[src/rtl/dmem_pkg.sv]
// dmem_pkg: shared types and constants for the data memory bridge.
//   REGION_BASE / REGION_LIMIT : inclusive byte-address window of each region
//                                (0 = user .data, 1 = .kdata, 2 = global, 3 = stack)
//   accSizeT                   : access size encoding seen on iSize
//   bridgeStateT               : bridge FSM states
package dmem_pkg;

  localparam int MAX_REGIONS = 4;

  localparam logic [31:0] REGION_BASE [MAX_REGIONS] = '{
    32'h1001_0000, 32'h9000_0000, 32'h1000_0000, 32'h7FFF_0000
  };

  localparam logic [31:0] REGION_LIMIT [MAX_REGIONS] = '{
    32'h1001_FFFF, 32'h9000_FFFF, 32'h1000_FFFF, 32'h7FFF_FFFF
  };

  typedef enum logic [1:0] {
    SZ_BYTE = 2'd0,
    SZ_HALF = 2'd1,
    SZ_WORD = 2'd2,
    SZ_BAD  = 2'd3
  } accSizeT;

  typedef enum logic [1:0] {
    IDLE   = 2'd0,
    ACCESS = 2'd1,
    RESP   = 2'd2
  } bridgeStateT;

endpackage

[src/rtl/dmem_lane_align.sv]
// dmem_lane_align: combinational byte-lane steering for the data memory bridge.
//   accSize    in  : access size (accSizeT)
//   addrLo     in  : byte offset within the word
//   isUnsigned in  : 1 = zero-extend loads, 0 = sign-extend
//   storeData  in  : right-justified store data
//   memWord    in  : raw word read from the selected region
//   byteEn     out : byte lane enables
//   wDataRep   out : store data replicated across lanes
//   loadData   out : selected lane shifted to bit 0 and extended
module dmem_lane_align
  import dmem_pkg::*;
(
  input  logic [1:0]  accSize,
  input  logic [1:0]  addrLo,
  input  logic        isUnsigned,
  input  logic [31:0] storeData,
  input  logic [31:0] memWord,
  output logic [3:0]  byteEn,
  output logic [31:0] wDataRep,
  output logic [31:0] loadData
);

  logic [31:0] shifted;

  assign shifted = memWord >> {addrLo, 3'b000};

  always_comb begin
    byteEn   = 4'b0000;
    wDataRep = storeData;
    loadData = 32'h0;
    case (accSizeT'(accSize))
      SZ_BYTE: begin
        byteEn   = 4'b0001 << addrLo;
        wDataRep = {4{storeData[7:0]}};
        loadData = isUnsigned ? {24'h0, shifted[7:0]}
                              : {{24{shifted[7]}}, shifted[7:0]};
      end
      SZ_HALF: begin
        byteEn   = 4'b0011 << addrLo;
        wDataRep = {2{storeData[15:0]}};
        loadData = isUnsigned ? {16'h0, shifted[15:0]}
                              : {{16{shifted[15]}}, shifted[15:0]};
      end
      SZ_WORD: begin
        byteEn   = 4'b1111;
        wDataRep = storeData;
        loadData = shifted;
      end
      default: begin
        byteEn   = 4'b0000;
        wDataRep = storeData;
        loadData = 32'h0;
      end
    endcase
  end

endmodule

[src/rtl/data_mem_bridge.sv]
// data_mem_bridge: bridges a core load/store request onto per-region
// synchronous memories with a fixed number of wait states.
//   iCLK, iRST           : clock, async active-high reset
//   iReq/oReady          : request handshake (accept when both 1)
//   iWe, iSize, iUnsigned, iAddr, iWData : request fields
//   oValid, oRData, oErr : one-cycle response
//   oMemAddr, oMemBE, oMemWData, oMemWe, iMemRData : region memory ports
// Build option: DMEM_ALIGN_CHECK_EN turns misaligned half/word accesses into
// errors; otherwise the offending low address bits are cleared.
//
// state  | meaning
// IDLE   | ready for a request
// ACCESS | memory access in flight, WAIT_STATES+1 cycles
// RESP   | oValid strobe, one cycle
module data_mem_bridge
  import dmem_pkg::*;
#(
  parameter int DATA_W      = 32,
  parameter int NUM_REGIONS = 2,
  parameter int WAIT_STATES = 1
) (
  input  logic                          iCLK,
  input  logic                          iRST,
  input  logic                          iReq,
  input  logic                          iWe,
  input  logic [1:0]                    iSize,
  input  logic                          iUnsigned,
  input  logic [31:0]                   iAddr,
  input  logic [DATA_W-1:0]             iWData,
  output logic                          oReady,
  output logic                          oValid,
  output logic [DATA_W-1:0]             oRData,
  output logic                          oErr,
  output logic [29:0]                   oMemAddr,
  output logic [3:0]                    oMemBE,
  output logic [DATA_W-1:0]             oMemWData,
  output logic [NUM_REGIONS-1:0]        oMemWe,
  input  logic [NUM_REGIONS*DATA_W-1:0] iMemRData
);

  localparam int IDX_W = (NUM_REGIONS > 1) ? $clog2(NUM_REGIONS) : 1;

  bridgeStateT      state;
  logic [31:0]      addrR;
  logic [1:0]       sizeR;
  logic             weR;
  logic             unsR;
  logic [IDX_W-1:0] regionR;
  logic [2:0]       waitCnt;

  logic             hit;
  logic [IDX_W-1:0] hitIdx;
  logic             alignErr;
  logic             accErr;
  logic [31:0]      effAddr;
  logic [DATA_W-1:0] rWords [NUM_REGIONS];

  logic [1:0]       alSize;
  logic [1:0]       alAddr;
  logic [3:0]       alBe;
  logic [31:0]      alWData;
  logic [31:0]      alLoad;

  for (genvar g = 0; g < NUM_REGIONS; g++) begin : gRead
    assign rWords[g] = iMemRData[g*DATA_W +: DATA_W];
  end

  // Walk from the top so the lowest-index hit is the one left standing.
  always_comb begin
    hit    = 1'b0;
    hitIdx = '0;
    for (int i = NUM_REGIONS - 1; i >= 0; i--) begin
      if (iAddr >= REGION_BASE[i] && iAddr <= REGION_LIMIT[i]) begin
        hit    = 1'b1;
        hitIdx = IDX_W'(i);
      end
    end
  end

`ifdef DMEM_ALIGN_CHECK_EN
  assign alignErr = (iSize == SZ_HALF && iAddr[0]) ||
                    (iSize == SZ_WORD && iAddr[1:0] != 2'b00);
  assign effAddr  = iAddr;
`else
  assign alignErr = 1'b0;
  always_comb begin
    effAddr = iAddr;
    if (iSize == SZ_HALF) effAddr[0]   = 1'b0;
    if (iSize == SZ_WORD) effAddr[1:0] = 2'b00;
  end
`endif

  assign accErr = !hit || (iSize == SZ_BAD) || alignErr;

  // The lane aligner serves the incoming store in IDLE and the registered
  // load during ACCESS, so one instance covers both directions.
  assign alSize = (state == IDLE) ? iSize : sizeR;
  assign alAddr = (state == IDLE) ? effAddr[1:0] : addrR[1:0];

  dmem_lane_align uAlign (
    .accSize    (alSize),
    .addrLo     (alAddr),
    .isUnsigned (unsR),
    .storeData  (iWData[31:0]),
    .memWord    (rWords[regionR][31:0]),
    .byteEn     (alBe),
    .wDataRep   (alWData),
    .loadData   (alLoad)
  );

  // Present the address in the accept cycle so the read data is already
  // available in the first ACCESS cycle, then hold it for the write.
  assign oMemAddr = (state == IDLE) ? iAddr[31:2] : addrR[31:2];
  assign oReady   = (state == IDLE);

  always_ff @(posedge iCLK or posedge iRST) begin
    if (iRST) begin
      state     <= IDLE;
      addrR     <= '0;
      sizeR     <= '0;
      weR       <= 1'b0;
      unsR      <= 1'b0;
      regionR   <= '0;
      waitCnt   <= '0;
      oValid    <= 1'b0;
      oErr      <= 1'b0;
      oRData    <= '0;
      oMemBE    <= '0;
      oMemWData <= '0;
      oMemWe    <= '0;
    end else begin
      case (state)
        IDLE: begin
          if (iReq) begin
            addrR   <= effAddr;
            sizeR   <= iSize;
            weR     <= iWe;
            unsR    <= iUnsigned;
            regionR <= hitIdx;
            waitCnt <= 3'(WAIT_STATES);
            if (accErr) begin
              state  <= RESP;
              oValid <= 1'b1;
              oErr   <= 1'b1;
              oRData <= '0;
              oMemBE <= '0;
              oMemWe <= '0;
            end else begin
              state     <= ACCESS;
              oMemBE    <= alBe;
              oMemWData <= DATA_W'(alWData);
              oMemWe    <= iWe ? (NUM_REGIONS'(1) << hitIdx) : '0;
            end
          end
        end
        ACCESS: begin
          oMemWe <= '0;
          if (waitCnt == 3'd0) begin
            state  <= RESP;
            oValid <= 1'b1;
            oErr   <= 1'b0;
            oRData <= weR ? '0 : DATA_W'(alLoad);
            oMemBE <= '0;
          end else begin
            waitCnt <= waitCnt - 3'd1;
          end
        end
        RESP: begin
          state  <= IDLE;
          oValid <= 1'b0;
          oErr   <= 1'b0;
        end
        default: begin
          state  <= IDLE;
          oValid <= 1'b0;
          oErr   <= 1'b0;
          oMemWe <= '0;
        end
      endcase
    end
  end

endmodule

[config.mk]
export PLATFORM = sky130hd
export DESIGN_NAME = data_mem_bridge
export DESIGN_NICKNAME = d
export VERILOG_FILES = /design/src/rtl/dmem_pkg.sv /design/src/rtl/dmem_lane_align.sv /design/src/rtl/data_mem_bridge.sv
export SDC_FILE = /design/constraint.sdc
export NUM_CORES = 1
export LEC_CHECK = 0
export BUFFER_PORTS_ARGS = -buffer_cell sky130_fd_sc_hd__buf_4
export CORE_UTILIZATION = 51
export CTS_BUF_LIST = sky130_fd_sc_hd__clkbuf_4
export CTS_CLUSTER_SIZE = 28
export DETAILED_ROUTE_END_ITERATION = 10
export GPL_ROUTABILITY_DRIVEN = 0
export PLACE_DENSITY = 0.85
export SLEW_MARGIN = 20
export SYNTH_ARGS = -nofsm -noshare
export SYNTH_HDL_FRONTEND = slang
export SYNTH_SLANG_ARGS = --single-unit
[constraint.sdc]
create_clock -name iCLK -period 4.2 [get_ports iCLK]
set_input_delay 0.42 -clock iCLK [delete_from_list [all_inputs] [get_ports iCLK]]
set_output_delay 0.42 -clock iCLK [all_outputs]
set_load 0.005 [all_outputs]
==> flow_summary.yaml, run 1 <==
run_status:
  outcome: "finished with violations"
  violations: "design-rule violations"
global_route:
  grt_start_max_net_pins: 82
  grt_pass1_vias: 5660
  grt_pass1_wl_um: 28500
  grt_overflow_total: 0
  grt.total_usage_pct: 29.5
  antenna_found_initial: 0
clocking:
  cts-buffers-inserted: 17
  numClockSinks: 114
  root_buffer: "clkbuf_4"
  cts_tree: "yes"
  cts_buffer_depth: 2
  cts_resized: 0
  clk_latency_ns: 0.51
  cts_max_level: 4
  cts_hold_buffers: 0
  clk_pin_slew_ns: 0.11
  post_cts_buffers: 0
floorplanning:
  die_area_sq_um: 12400
  start_util_pct: 52.9
  rows: 39
  die_h_um: 112
  core-area_sq_um: 11600
  fp.dieW_um: 112
  pin_count: 238
yosys:
  synthFlopType: "dfrtp_1"
  synth_top_family_by_area: "multiplexers"
  ys_top_cells_by_area: "dfrtp_1 (47%), mux2_2 (14%), mux2i_1 (9.0%)"
  synth_cell_types: 50
  syn-cell-area_sq_um: 6120
  synth.most_common_cell: "dfrtp_1"
  synth_xor_area_share_pct: 0.572
  synth_commonest_cells: "dfrtp_1 (114), mux2_2 (77), nand2_1 (62)"
  synth_nets: 697
  synthMuxAreaShare_pct: 26.4
  synth.avg_cell_area_sq_um: 10.9
  async_reset_ff_share_pct: 100
  yosys.area_share.simple_pct: 10.3
  yosysWarnings: 0
  synth_edf_count: 0
  synth_top_cell_area_share_pct: 46.6
  synth_fa_ha_area_share_pct: 0.409
  synth-seq-cells: 114
  synth_compound_area_share_pct: 12.3
  yosys.area.top_type: "dfrtp_1"
  synthCells: 560
  ys_seq_area_share_pct: 46.6
sta:
  setup_tns_ns: 0
  max_freq_mhz: 311
  fin_skew_ns: 0.0181
  fin_hold_ws_ns: 0.0174
  fin_crit_sh_pct: 76.6
  final-hold-violation-count: 0
  relSlewSlack_pct: 31.7
  rsz0062_at_grt: "false"
  setup_viol: 0
  slew_violations: 0
  worst_pin_slew_ns: 1.02
  post-route-min-period_ns: 3.22
  layout_setup_ws_ns: 0.981
critical_path:
  end_kind: "register"
  r2r_end: "oMemWData[5]$_DFFE_PP0P_"
  worst-endpoint-required_ns: 4.60
  cp.arrival_ns: 3.62
  endpoint: "oMemWData[5]$_DFFE_PP0P_"
  crit_start: "state[0]$_DFFE_PP0P_"
  worst-setup-path-type: "register to register"
  cp-start-kind: "register"
  reg2reg_setup_slack_ns: 0.98
  r2r-start: "state[0]$_DFFE_PP0P_"
  critPathMaxFanout: 56
  worst-r2r-cell-count: 7
routing:
  drt_iter0_drc: 369
  drtAntennaViolNets: 0
  via_per_inst: 5.78
  drcViolationCount: 20
  wl_um: 18000
  firstDrtPassIters: 9
  routed-via-count: 5456
  wl_per_cell_um: 19.1
min_path:
  hold_class: "input pin to asynchronous set/reset pin"
finish:
  finalNonFillerCells: 944
  antenna_cells: 0
  num-nets-final: 925
  area_growth_syn_to_layout_pct: 36.5
  drive_above_1_share_pct: 47.9
  final_core_util_pct: 72.2
  nFillCells: 785
  fin_area_sq_um: 8360
power:
  power.leakage_nw: 4.13
  finalPower_mw: 2.69
  powerDensity_nw_per_um2: 322
  ir_drop_mv: 0.249
job:
  maxCapViolations: 0
place:
  dp_hpwl_um: 13600
  dp_slack_ns: 1.04
  numPortBuffers: 237
  place_area_sq_um: 8020
  dp_cells: 912
[power breakdown]
part,internal (mW),leakage (nW),switching (mW)
Sequential,1.15,1.50,0.0404
Combinational,0.289,2.45,0.251
Clock,0.546,0.179,0.410
[worst min-delay path by stage]
stage | from | to | slack, ns
after floorplan | addrR[1]$_DFFE_PP0P_ | addrR[1]$_DFFE_PP0P_ | 0.45
after global placement | oMemWData[20]$_DFFE_PP0P_ | oMemWData[20]$_DFFE_PP0P_ | 0.46
after detailed placement | oMemWData[9]$_DFFE_PP0P_ | oMemWData[9]$_DFFE_PP0P_ | 0.47
after CTS | iAddr[8] | addrR[8]$_DFFE_PP0P_ | 0.11
after global routing | iRST | oMemWData[28]$_DFFE_PP0P_ | 0.07
final | iRST | oMemWData[0]$_DFFE_PP0P_ | 0.02
[cells in the final DEF, fill, tap and decap left out, types with 2 or more instances in the layout]
cell         n
a21oi_1     23
a221o_1      7
a221o_2      9
a221oi_1     3
a22oi_1      9
a31oi_1      2
a31oi_4      2
and2_1       3
and3_1       2
buf_4      247
bufinv_16    5
clkbuf_4    20
clkinv_1     3
clkinv_2     2
dfrtp_1    113
ha_1         2
inv_1       10
mux2_2      77
mux2i_1     54
mux4_2       8
nand2_1     62
nand2b_1     4
nand3_1      5
nand4_1      4
nor2_1      34
nor2b_1      3
nor3_1       5
nor4_1       5
nor4b_1      3
o21ai_0     40
o21bai_1     2
o31ai_1      3
or3b_2       2
or4_1        2
xor2_1       3
[per-layer routing]
metal / global-route usage [%] / up-vias / routed length [um]
met5: 0 / - / 0
met3: 9.42 / 46 / 1680
met1: 33.8 / 2606 / 6740
met4: 11.1 / 0 / 452
li1: - / 2503 / -
met2: 51.4 / 301 / 9140
[registers in the layout, indices dropped and copies added, names as in the netlist]
name       flops
addrR         32
oMemWData     32
oRData        32
oMemBE         4
waitCnt        3
oMemWe         2
sizeR          2
state          2
oErr           1
oValid         1
regionR        1
unsR           1
weR            1
[kinds of logic after synthesis]
family,Yosys count
AO/OA/AOI/OAI,112
flip-flops,114
multiplexers,141
adder cells (fa/ha/maj),2
AND/OR/NAND/NOR,138
buffers and inverters,49
XOR/XNOR,4
[worst max-delay path, stage by stage, from the launching register on]
cell     delay, ns
dfrtp_1       0.54
or2_1         0.39
inv_1         0.32
buf_4         0.44
nand2_1       0.37
or3_1         0.41
buf_4         0.29
mux2_2        0.33
[cell type report]
class / count / area (sq um) / area share, %
Clock buffer: 20 / 150 / 1.80
Clock inverter: 12 / 188 / 2.25
Inverter: 11 / 46.3 / 0.554
Multi-Input combinational cell: 397 / 3080 / 36.9
Sequential cell: 114 / 2850 / 34.2
Tap cell: 143 / 179 / 2.14
Timing Repair Buffer: 247 / 1850 / 22.2
(Power assumes the default switching activity.)
==> run 2, diff against run 1 <==
- ABC_AREA: not set -> 1
- PLACE_DENSITY: 0.85 -> 0.84
- clock period: 4.2 -> 3 ns (I/O delays scaled with it)
==> run 2 against run 1 <==
Net effect:
- the run now ends clean
- via count grew 25%
- power grew 120%
- area after synthesis grew 4.4%
- non-clock buffer count grew 35
- first-iteration DRC count grew 66%
- clock power grew 12%
- critical path type is now register to output port
- wire length grew 6.2%
- worst setup slack lost 0.52 ns
- cell area grew 5.9%
- sequential power grew 61%
- register-to-register slack lost 0.09 ns
- largest cell class unchanged
- critical endpoint is now oMemAddr[2]
==> flow_summary.yaml, run 2 <==
yosys:
  synthFlopType: "dfrtp_1"
  synth_nets: 1031
  syn-cell-area_sq_um: 6390
  yosys.area.top_type: "dfrtp_1"
  synth-seq-cells: 114
  ys_seq_area_share_pct: 44.7
  synth_edf_count: 0
  yosysWarnings: 0
  synth.most_common_cell: "nand2_1"
  synth_top_cell_area_share_pct: 44.7
  ys_top_cells_by_area: "dfrtp_1 (45%), nand2_1 (19%), o21ai_0 (12%)"
  synth_cell_types: 24
  synth_commonest_cells: "nand2_1 (327), o21ai_0 (148), dfrtp_1 (114)"
  synth.avg_cell_area_sq_um: 7.14
  async_reset_ff_share_pct: 100
  synthCells: 894
critical_path:
  worst-setup-path-type: "register to output port"
  cp_top_family: "buffers and inverters"
  cp-start-kind: "register"
  critical-path-max-stage-delay_ns: 0.52
  end_kind: "output port"
  cp_slowest_cell: "buf_4"
  critPathMaxFanout: 64
  path_cells: "nor2_4 -> buf_4 -> nand2_1 -> o21ai_0 -> buf_4"
  crit_top_cell: "buf_4"
  worst-endpoint-required_ns: 2.70
  worst-path-buf-inv: 2
  cp.arrival_ns: 2.23
  worst-r2r-cell-count: 10
  cp_num_cells: 5
sta:
  slew_violations: 0
  setup_tns_ns: 0
  layout_setup_ws_ns: 0.466
  worst_pin_slew_ns: 0.690
  rsz0062_at_grt: "false"
  fin_skew_ns: 0.0147
  post-route-min-period_ns: 2.53
  setup_viol: 0
  final-hold-violation-count: 0
  max_freq_mhz: 395
  relSlewSlack_pct: 53.7
  fin_crit_sh_pct: 84.5
clocking:
  cts_max_level: 4
  clk_latency_ns: 0.55
  root_buffer: "clkbuf_4"
  cts_tree: "yes"
  cts_buffer_depth: 2
  cts_resized: 0
  numClockSinks: 114
  clk_pin_slew_ns: 0.10
  post_cts_buffers: 0
  cts-buffers-inserted: 17
global_route:
  grt_overflow_total: 0
  grt.total_usage_pct: 30.3
  antenna_found_initial: 0
  grt_pass1_vias: 6273
  grt_start_max_net_pins: 66
  grt_pass1_wl_um: 30500
job:
  maxCapViolations: 0
floorplanning:
  start_util_pct: 52.7
  die_area_sq_um: 13000
  die_h_um: 114
  fp.dieW_um: 114
  pin_count: 238
  core-area_sq_um: 12100
  rows: 40
finish:
  num-nets-final: 1284
  fin_area_sq_um: 8850
  final_cell_mix: "nand2_1 (327), buf_4 (248), o21ai_0 (148)"
  final_common_cell: "nand2_1"
  area_growth_syn_to_layout_pct: 38.6
  nFillCells: 973
  largest_registers: "addrR x32, oMemWData x32, oRData x32"
  antenna_cells: 0
  drive_above_1_share_pct: 27.6
place:
  numPortBuffers: 237
  dp_slack_ns: 0.890
  dp_hpwl_um: 13300
  place_area_sq_um: 8260
power:
  powerDensity_nw_per_um2: 666
  power.leakage_nw: 4.79
  ir_drop_mv: 0.464
run_status:
  outcome: "completed"
min_path:
  hold_class: "input pin to register"
  hold_depth: 3
routing:
  drtAntennaViolNets: 0
  routed-via-count: 6806
  wl_um: 19100
  drcViolationCount: 0
  drt_iter0_drc: 613
  via_per_inst: 5.13
  firstDrtPassIters: 8
  wl_per_cell_um: 14.4
run 2: area by class of cell:
class | count | area [sq um] | area share [%]
inverter | 102 | 387 | 4.37
tap | 168 | 210 | 2.38
multi-input combinational | 630 | 2930 | 33.1
clock inverter | 14 | 121 | 1.37
clock buffer | 18 | 135 | 1.53
sequential | 114 | 2850 | 32.2
timing repair buffer | 282 | 2210 | 25.0
run 2: layer usage:
layer	vias up	global-route usage (%)	share of wire, %
met5	-	0	0
met4	0	11.9	2.7
met3	43	8.08	8.4
met2	321	48.8	47
met1	3085	39.2	42
li1	3357	-	-
run 2: path summary, 6_finish.rpt:
kind,startpoint,to,slack (ns)
min in group asynchronous,iRST,oMemWData[13]$_DFFE_PP0P_,0.41
worst max-delay path,state[1]$_DFFE_PP0P_,oMemAddr[2],0.47
worst min register to register,oErr$_DFFE_PP0P_,oErr$_DFFE_PP0P_,0.49
max in group asynchronous,iRST,oRData[12]$_DFFE_PP0P_,1.77
worst max register to register,state[1]$_DFFE_PP0P_,oRData[22]$_DFFE_PP0P_,0.89
worst min-delay path,iWData[7],oMemWData[7]$_DFFE_PP0P_,0.04
run 2: worst min-delay path, cell delays in order:
cell	delay [ns]
buf_4	0.11
inv_1	0.05
o21ai_0	0.08
run 2: through the flow:
stage          instances  total power, mW  util [%]  hold slack [ns]
3_3_place_gp        1263             4.67      68.2            0.447
6_report            1328             5.90      73.1           0.0431
3_5_place_dp        1263             4.72      68.2            0.445
2_1_floorplan        894             3.77         -            0.417
5_1_grt             1328             6.36      73.1           0.0154
4_1_cts             1328             5.84      73.1          0.00633
run 2: report_power, final:
group | total [mW] | internal [mW] | switching, mW
logic | 2.92 | 1.07 | 1.84
registers | 1.91 | 1.80 | 0.113
clock network | 1.07 | 0.483 | 0.587
run 2: what timing repair did:
action                     4_1_cts  5_1_grt
hold endpoints to repair        60        0
setup endpoints to repair        0        0
hold buffers                    33        0
run 2: cells by family (layout without fill, tap and decap cells):
group	after synthesis	after routing	synth area share, %
buf+inv	150	416	9.62
compound gates	183	183	14.5
flops	114	114	44.7
simple gates	424	424	27.2
fa+ha+maj	2	2	0.392
mux	21	21	3.70
